## config.mk

```make
export PLATFORM = sky130hd
export DESIGN_NAME = instr_fetch_unit
export DESIGN_NICKNAME = d
export VERILOG_FILES = /design/src/rtl/instr_fetch_unit.sv
export SDC_FILE = /design/constraint.sdc
export NUM_CORES = 1
export LEC_CHECK = 0
export CAP_MARGIN = 20
export CORE_MARGIN = 2
export CORE_UTILIZATION = 35
export CTS_CLUSTER_DIAMETER = 200
export CTS_CLUSTER_SIZE = 14
export DETAILED_ROUTE_END_ITERATION = 10
export HOLD_SLACK_MARGIN = 0.02
export REMOVE_ABC_BUFFERS = 1
export SYNTH_ARGS = -nofsm -noshare
export SYNTH_HDL_FRONTEND = slang
export SYNTH_SLANG_ARGS = --single-unit
```

## constraint.sdc

```tcl
create_clock -name clk -period 4.4 [get_ports clk]
set_clock_uncertainty 0.15 [all_clocks]
set_input_delay 1.32 -clock clk [delete_from_list [all_inputs] [get_ports clk]]
set_output_delay 1.32 -clock clk [all_outputs]
set_load 0.05 [all_outputs]
```

## src/rtl/instr_fetch_unit.sv

```systemverilog
`default_nettype none
// +----------------------------------------------------------------------------+
// | Module      : instr_fetch_unit                                             |
// | Description : Instruction fetch unit with an internal 2**AW x 32 program   |
// |               memory. It fetches words sequentially from address 0 and     |
// |               issues them to the datapath over a valid/ready handshake. It |
// |               stops on a halt word (bits [31:29] == 3'b111) or at the end  |
// |               of memory.                                                   |
// | Options     : FETCH_WRAP_EN - wrap pc to 0 after the last word instead of  |
// |               halting. The halt word is then the only exit.                |
// | Revision    : 1.0 - initial release                                        |
// +----------------------------------------------------------------------------+
module instr_fetch_unit #(
   parameter int AW = 4
) (
   input  logic          clk,
   input  logic          reset,
   input  logic          start,
   input  logic          prog_we,
   input  logic [AW-1:0] prog_addr,
   input  logic [31:0]   prog_data,
   input  logic          ins_ready,
   output logic [31:0]   INS,
   output logic          ins_valid,
   output logic [AW-1:0] pc,
   output logic          busy,
   output logic          halted
);

   localparam int          c_DEPTH   = 2 ** AW;
   localparam logic [AW-1:0] c_PC_LAST = {AW{1'b1}};

   typedef enum logic [1:0] {
      S_IDLE  = 2'd0,
      S_FETCH = 2'd1,
      S_ISSUE = 2'd2,
      S_HALT  = 2'd3
   } state_t;

   state_t        r_state;
   state_t        w_state_nxt;
   logic [AW-1:0] r_pc;
   logic [AW-1:0] w_pc_nxt;
   logic [31:0]   r_ins;
   logic [31:0]   w_ins_nxt;
   logic          r_valid;
   logic          w_valid_nxt;
   logic          w_mem_we;
   logic [31:0]   w_fetch_word;

   // Program memory is deliberately outside the reset domain so a program
   // loaded before reset survives it.
   logic [31:0]   r_mem [c_DEPTH];

   // Program memory write port; only honoured while the unit is not running.
   always_ff @(posedge clk) begin
      if (w_mem_we) begin
         r_mem[prog_addr] <= prog_data;
      end
   end

   // State and datapath registers; reset aborts any fetch or issue at once.
   always_ff @(posedge clk or negedge reset) begin
      if (!reset) begin
         r_state <= S_IDLE;
         r_pc    <= '0;
         r_ins   <= '0;
         r_valid <= 1'b0;
      end else begin
         r_state <= w_state_nxt;
         r_pc    <= w_pc_nxt;
         r_ins   <= w_ins_nxt;
         r_valid <= w_valid_nxt;
      end
   end

   // Next-state and next-datapath logic for the fetch/issue sequence.
   always_comb begin
      w_state_nxt  = r_state;
      w_pc_nxt     = r_pc;
      w_ins_nxt    = r_ins;
      w_valid_nxt  = r_valid;
      w_mem_we     = 1'b0;
      w_fetch_word = r_mem[r_pc];

      case (r_state)
         S_IDLE, S_HALT: begin
            // A write in the same cycle as start lands before the first
            // fetch, so that fetch sees the new contents.
            w_mem_we = prog_we;
            if (start) begin
               w_pc_nxt    = '0;
               w_state_nxt = S_FETCH;
            end
         end
         S_FETCH: begin
            if (w_fetch_word[31:29] == 3'b111) begin
               // Halt word is consumed here and never reaches the datapath.
               w_valid_nxt = 1'b0;
               w_state_nxt = S_HALT;
            end else begin
               w_ins_nxt   = w_fetch_word;
               w_valid_nxt = 1'b1;
               w_state_nxt = S_ISSUE;
            end
         end
         S_ISSUE: begin
            if (r_valid && ins_ready) begin
               w_valid_nxt = 1'b0;
               if (r_pc != c_PC_LAST) begin
                  w_pc_nxt    = r_pc + 1'b1;
                  w_state_nxt = S_FETCH;
               end else begin
`ifdef FETCH_WRAP_EN
                  w_pc_nxt    = '0;
                  w_state_nxt = S_FETCH;
`else
                  // End of memory: stop with pc left on the last word.
                  w_state_nxt = S_HALT;
`endif
               end
            end
         end
         default: begin
            w_state_nxt = S_IDLE;
         end
      endcase
   end

   assign INS       = r_ins;
   assign ins_valid = r_valid;
   assign pc        = r_pc;
   assign busy      = (r_state == S_FETCH) || (r_state == S_ISSUE);
   assign halted    = (r_state == S_HALT);

endmodule
`default_nettype wire

```

==> metrics.cfg, run 1 <==
[global_routing]
antenna_found_initial=2
grt_pass1_vias=9724
grt_max_degree=132
grt_overflow_total=0
track_usage=0.1420
grt_pass1_wl_um=65490

[logic_synthesis]
ys_warn_count=0
yosys.area_share.simple=0.009546
synth_mux_area_frac=0.1864
synth_compound_area_frac=0.01026
synthAdderAreaFrac=0.002386
synth_area_sq_mm=0.02097
synth.distinct_cells=36
synth_seq_area_share=0.7797
ys_seq_elements=551
synth-edff-count=512
synth_xor_area_frac=0
synth_top_family_by_area=multiplexers
synthCells=859
async_reset_ff_frac=0.07078
synth_ff_type=edfxtp_1
syn-mean-instance-area_sq_um=24.41

[cts]
hold_buffers=0
cts_tree=done
clk_pin_slew_ns=0.07
numCtsBuffers=45
clkLatencyLatePin_ns=0.55
cts-root-buf=clkbuf_16
clkSinkCount=551
clk_path_buf_depth=3
cts_setup_buffers=0
cts_max_level=2
cts_resized=0

[finish]
layout_commonest_cell=edfxtp_1
fin_area_sq_mm=0.02432
final_cell_mix=edfxtp_1 (512), mux4_2 (157), clkdlybuf4s50_1 (78), clkbuf_16 (47)
fin_nets=1016
drive_above_1_share=0.2857
area_delta_synth_final_pct=15.98
diodes=0

[power_and_ir_drop]
p_comb_frac=0.223
p_per_area_mw_per_mm2=527.5
ir_drop_uv=247.3
power_frac_clock=0.294
p_leak_nw=7.378
p_seq_frac=0.483
power.switching_mw=3.527
swShare=0.2749
internal-power_mw=9.303

[critical_path]
max_stage_delay_ns=1.01
path_cells=clkdlybuf4s50_1
worst_setup_path_start_kind=register
crit_type=register to primary output
cp-end-kind=primary output
crit_fanout=28
worst_path_max_delay_cell=clkdlybuf4s50_1
crit_family=buffers and inverters
path_buf_inv=1
worst_ep_arrival_time_ns=2.43
critical_path_required_ns=2.93

[placed_design]
io_buffers=79
gp_congestion=0.7048
place_area_sq_mm=0.02300
pre_cts_slack_ns=0.7347
dp_hpwl_um=24460

[routing]
routedWlPerCell_um=24.44
num_vias=9127
ant_nets=0
drc=0
vias_per_cell=5.125
totalWireLength_um=43530
dr.pass1.iters=5
drt-initial-drc-count=795

[hold_path]
hold_path_class=register to register

[sta]
slew_viol_final=0
finalSetupTns_ns=0
rsz0062_at_grt=false
fin_crit_ns=3.899
period_share=0.8862
setup_ws_ns=0.5009
slew_headroom=0.4165
finalSetupViolCount=0
hold_viol_final=0
worstMarginPinSlew_ns=0.8752
max_freq_mhz=256.5

[floorplanning]
pin_count=80
die_h_um=248.8
start_util=0.3547
die_area_sq_mm=0.06189
core_area_sq_mm=0.05913
std_cell_rows=89
dieWidth_um=248.8

[run_status]
status=completed

[flow_run]
cap_violations=0

## through the flow
stage / hold WS, ns / instances / total power, mW / utilization
4_1_cts: 0.3661 / 1781 / 12.99 / 0.4114
3_3_place_gp: 0.3416 / 1697 / 9.212 / 0.3889
5_1_grt: 0.3851 / 1781 / 13.33 / 0.4114
3_5_place_dp: 0.3483 / 1697 / 9.228 / 0.3889
6_report: 0.3604 / 1781 / 12.83 / 0.4114
2_1_floorplan: 0.3813 / 817 / 8.459 / -
## power groups by stage
stage | clock network, mW | logic (mW) | registers (mW)
4_1_cts | 3.86 | 2.93 | 6.20
3_5_place_dp | 0 | 2.92 | 6.31
3_3_place_gp | 0 | 2.91 | 6.30
2_1_floorplan | 0 | 1.45 | 7.01
5_1_grt | 4.05 | 3.05 | 6.23
6_report | 3.77 | 2.87 | 6.19
## per-layer routing
metal / part of all wire / vias to the layer above / track usage / routed length [um]
li1: - / 3892 / - / -
met1: 0.45 / 4974 / 0.2029 / 19700
met2: 0.48 / 210 / 0.2263 / 20860
met3: 0.052 / 49 / 0.02800 / 2268
met4: 0.016 / 2 / 0.03169 / 690
met5: 0.00023 / - / 0 / 10
## area by class of cell
type / instances / area (sq um)
multi-input combinational: 260 / 4499
tap: 773 / 967.2
fill: 5071 / 34810
inverter: 6 / 22.52
clock buffer: 82 / 1308
timing repair buffer: 107 / 1146
clock inverter: 2 / 20.02
sequential: 551 / 16360
## logic make-up (layout without fill, tap and decap cells)
family,Yosys count,after routing
flops,551,551
mux,187,187
buf+inv,48,197
simple gates,43,43
compound gates,26,26
fa+ha+maj,4,4
## registers in the layout, indices dropped and copies added (netlist names)
signal	count
INS	32
ins_valid	1
pc	4
r_mem	512
r_state	2
## final timing paths
path                            slack [ns]  cells after the start  startpoint      end
max in group asynchronous             2.74                      2       reset    pc[1]
min in group asynchronous             0.58                      1       reset   INS[8]
worst min-delay path                  0.36                      1      INS[8]   INS[8]
worst max-delay path                  0.50                      1       pc[0]    pc[0]
worst max register to register        1.21                      4       pc[0]  INS[14]
worst min register to register        0.36                      1      INS[8]   INS[8]
## synthesized netlist by cell type (3+ instances only)
cell type,n,area share
mux4_2,157,0.17
buf_6,6,0.0032
edfxtp_1,512,0.73
buf_1,4,0.00072
mux2_2,19,0.010
o21ai_0,6,0.0014
nor2_1,16,0.0029
mux2_4,10,0.0072
inv_1,6,0.0011
nand2b_1,3,0.00090
buf_2,16,0.0038
nand2_1,8,0.0014
a22oi_1,3,0.0011
ha_1,4,0.0024
nor2b_1,3,0.00090
nor3_1,5,0.0012
clkbuf_1,16,0.0029
a22o_1,7,0.0029
dfrtp_1,39,0.047
Note: power is estimated with default switching activity, not from simulation.
==> run 2: changes to the inputs <==
--- a/config.mk
+++ b/config.mk
@@ -6,11 +6,13 @@
 export NUM_CORES = 1
 export LEC_CHECK = 0
 export CAP_MARGIN = 20
+export CORE_ASPECT_RATIO = 1.4
 export CORE_MARGIN = 2
 export CORE_UTILIZATION = 35
 export CTS_CLUSTER_DIAMETER = 200
 export CTS_CLUSTER_SIZE = 14
 export DETAILED_ROUTE_END_ITERATION = 10
+export DONT_BUFFER_PORTS = 1
 export HOLD_SLACK_MARGIN = 0.02
 export REMOVE_ABC_BUFFERS = 1
 export SYNTH_ARGS = -nofsm -noshare
==> run 2 against run 1 <==
Compared with the run above: global-route usage up 0.70 points; non-clock buffer count down 82; count of clock-buffer cells in the layout down 3; combinational power fell by 40%.
==> metrics.cfg, run 2 (synthesis results as in run 1) <==
[run_status]
status=completed

[power_and_ir_drop]
finalPower_mw=12.33  ; -3.9%
internal-power_mw=8.932  ; -4.0%
p_per_area_mw_per_mm2=526.3  ; -0.22%
p_leak_nw=7.033  ; -4.7%
ir_drop_uv=295.4  ; +19%
power.switching_mw=3.395  ; -3.7%
p_comb_frac=0.139  ; -0.084
power_frac_clock=0.302  ; +0.008
swShare=0.2754  ; +0.0005320
p_seq_frac=0.560  ; +0.077

[global_routing]
grt_max_degree=70  ; -47%
track_usage=0.1489  ; +0.006976
antenna_found_initial=0  ; -2
grt_pass1_vias=9568  ; -1.6%
grt_overflow_total=0  ; unchanged
grt_pass1_wl_um=66250  ; +1.2%

[routing]
vias_per_cell=5.307  ; +3.6%
totalWireLength_um=45500  ; +4.5%
routedWlPerCell_um=27.10  ; +11%
dr.pass1.iters=5  ; unchanged
num_vias=8911  ; -2.4%
ant_nets=0  ; unchanged
drc=0  ; unchanged
drt-initial-drc-count=933  ; +17%

[flow_run]
cap_violations=0  ; unchanged

[finish]
diodes=0  ; unchanged
final_core_util=0.3933  ; -0.01804
final.fill_count=5112  ; +0.81%
final_cell_mix=edfxtp_1 (512), mux4_2 (157), clkbuf_16 (46), dfrtp_1 (35), clkbuf_1 (33)
area_delta_synth_final_pct=11.68
largest_reg_flops=512  ; unchanged
largest-register=r_mem
drive_above_1_share=0.3066  ; +0.02089
fin_nets=934  ; -8.1%
layout_commonest_cell=edfxtp_1

[critical_path]
cp-end-kind=primary output
r2r_cells=6  ; +2
path_cells=buf_12
crit_type=register to primary output
crit_fanout=69  ; +150%
worst_setup_path_start_kind=register
rrSetupSlack_ns=1.10  ; -0.11 ns
path_buf_inv=1  ; unchanged
rr_startpoint=pc[0]
worst_ep_arrival_time_ns=2.23  ; -0.20 ns
r2r_end=INS[23]
critical_path_required_ns=2.93  ; about the same
max_stage_delay_ns=1.00  ; about the same
worst_path_max_delay_cell=dfrtp_4
crit_family=flip-flops

[floorplanning]
die_area_sq_mm=0.06192  ; about the same
pin_count=80  ; unchanged
dieWidth_um=210.9  ; -15%
die_h_um=293.6  ; +18%
start_util=0.3522  ; -0.002496
std_cell_rows=106  ; +19%
core_area_sq_mm=0.05955  ; +0.71%

[cts]
clkSinkCount=551  ; unchanged
clk_pin_slew_ns=0.07  ; about the same
numCtsBuffers=45  ; unchanged
cts_resized=0  ; unchanged
cts_tree=done
cts_max_level=2  ; unchanged
clkLatencyLatePin_ns=0.55  ; about the same
clk_path_buf_depth=3  ; unchanged
cts-root-buf=clkbuf_16
hold_buffers=0  ; unchanged
cts_setup_buffers=0  ; unchanged

[sta]
slew_headroom=0.3194  ; -0.09713
fin_crit_ns=3.705  ; -0.1946 ns
slew_viol_final=0  ; unchanged
finalSetupViolCount=0  ; unchanged
hold_viol_final=0  ; unchanged
finalSetupTns_ns=0  ; unchanged
max_freq_mhz=269.9  ; +5.3%
rsz0062_at_grt=false
period_share=0.8419  ; -0.04422
worstMarginPinSlew_ns=1.021  ; +0.1457 ns

[placed_design]
io_buffers=0  ; -100%
gp_congestion=0.6803  ; -3.5%
dp_hpwl_um=23250  ; -4.9%

[hold_path]
hold_path_class=input port to asynchronous set/reset pin

run 2: cell count changes in the layout (fill, tap and decap cells not counted), sizes merged:
cell / before / now
clkbuf: 82 / 79
clkinv: 0 / 1
buf: 29 / 25
inv: 8 / 7
clkdlybuf4s50: 78 / 0
run 2: worst max-delay path by stage:
stage / startpoint / to / slack, ns / cells past startpoint
after floorplan: pc[0] / INS[0] / -5.19 / 5
final: pc[0] / pc[0] / 0.70 / 1
after global placement: pc[0] / INS[11] / 1.04 / 4
after global routing: pc[0] / pc[0] / 0.49 / 1
after CTS: pc[0] / pc[0] / 0.58 / 1
after detailed placement: pc[0] / INS[20] / 1.03 / 6
run 2: area by class of cell:
class	count	area, sq um	share of cell area
Multi-Input combinational cell	260	4499	0.1921
Inverter	6	22.52	0.0009616
Clock inverter	2	27.53	0.001175
Sequential cell	551	16360	0.6986
Clock buffer	79	1275	0.05444
Tap cell	756	945.9	0.04039
Timing Repair Buffer	25	287.8	0.01229
run 2: power by group through the flow:
stage	Sequential [mW]	Combinational [mW]	Clock (mW)
6_report	6.90	1.71	3.72
5_1_grt	6.96	1.85	3.98
4_1_cts	6.93	1.76	3.82
3_5_place_dp	7.05	1.76	0
3_3_place_gp	7.04	1.74	0
2_1_floorplan	7.01	1.45	0
run 2: through the flow:
step	instances	hold WS, ns	area [sq um]	setup slack (ns)
2_1_floorplan	817	0.3813	20750	-5.187
3_3_place_gp	1598	0.4035	22120	1.038
3_5_place_dp	1598	0.4253	22120	1.030
4_1_cts	1679	0.2826	23420	0.5782
5_1_grt	1679	0.2820	23420	0.4855
6_report	1679	0.3078	23420	0.6954
run 2: routing by layer:
layer	vias up	GRT usage	part of all wire
met5	-	0	0
met4	0	0.04105	0.020
met3	54	0.03191	0.058
met2	197	0.2608	0.52
met1	4929	0.1870	0.40
li1	3731	-	-
run 2: worst register-to-register path: cells and delay by family, from the launching register on:
family                 cells  cell delay [ns]
buffers and inverters      1             0.30
AO/OA/AOI/OAI              3             0.69
flip-flops                 1             1.00
multiplexers               2             1.03
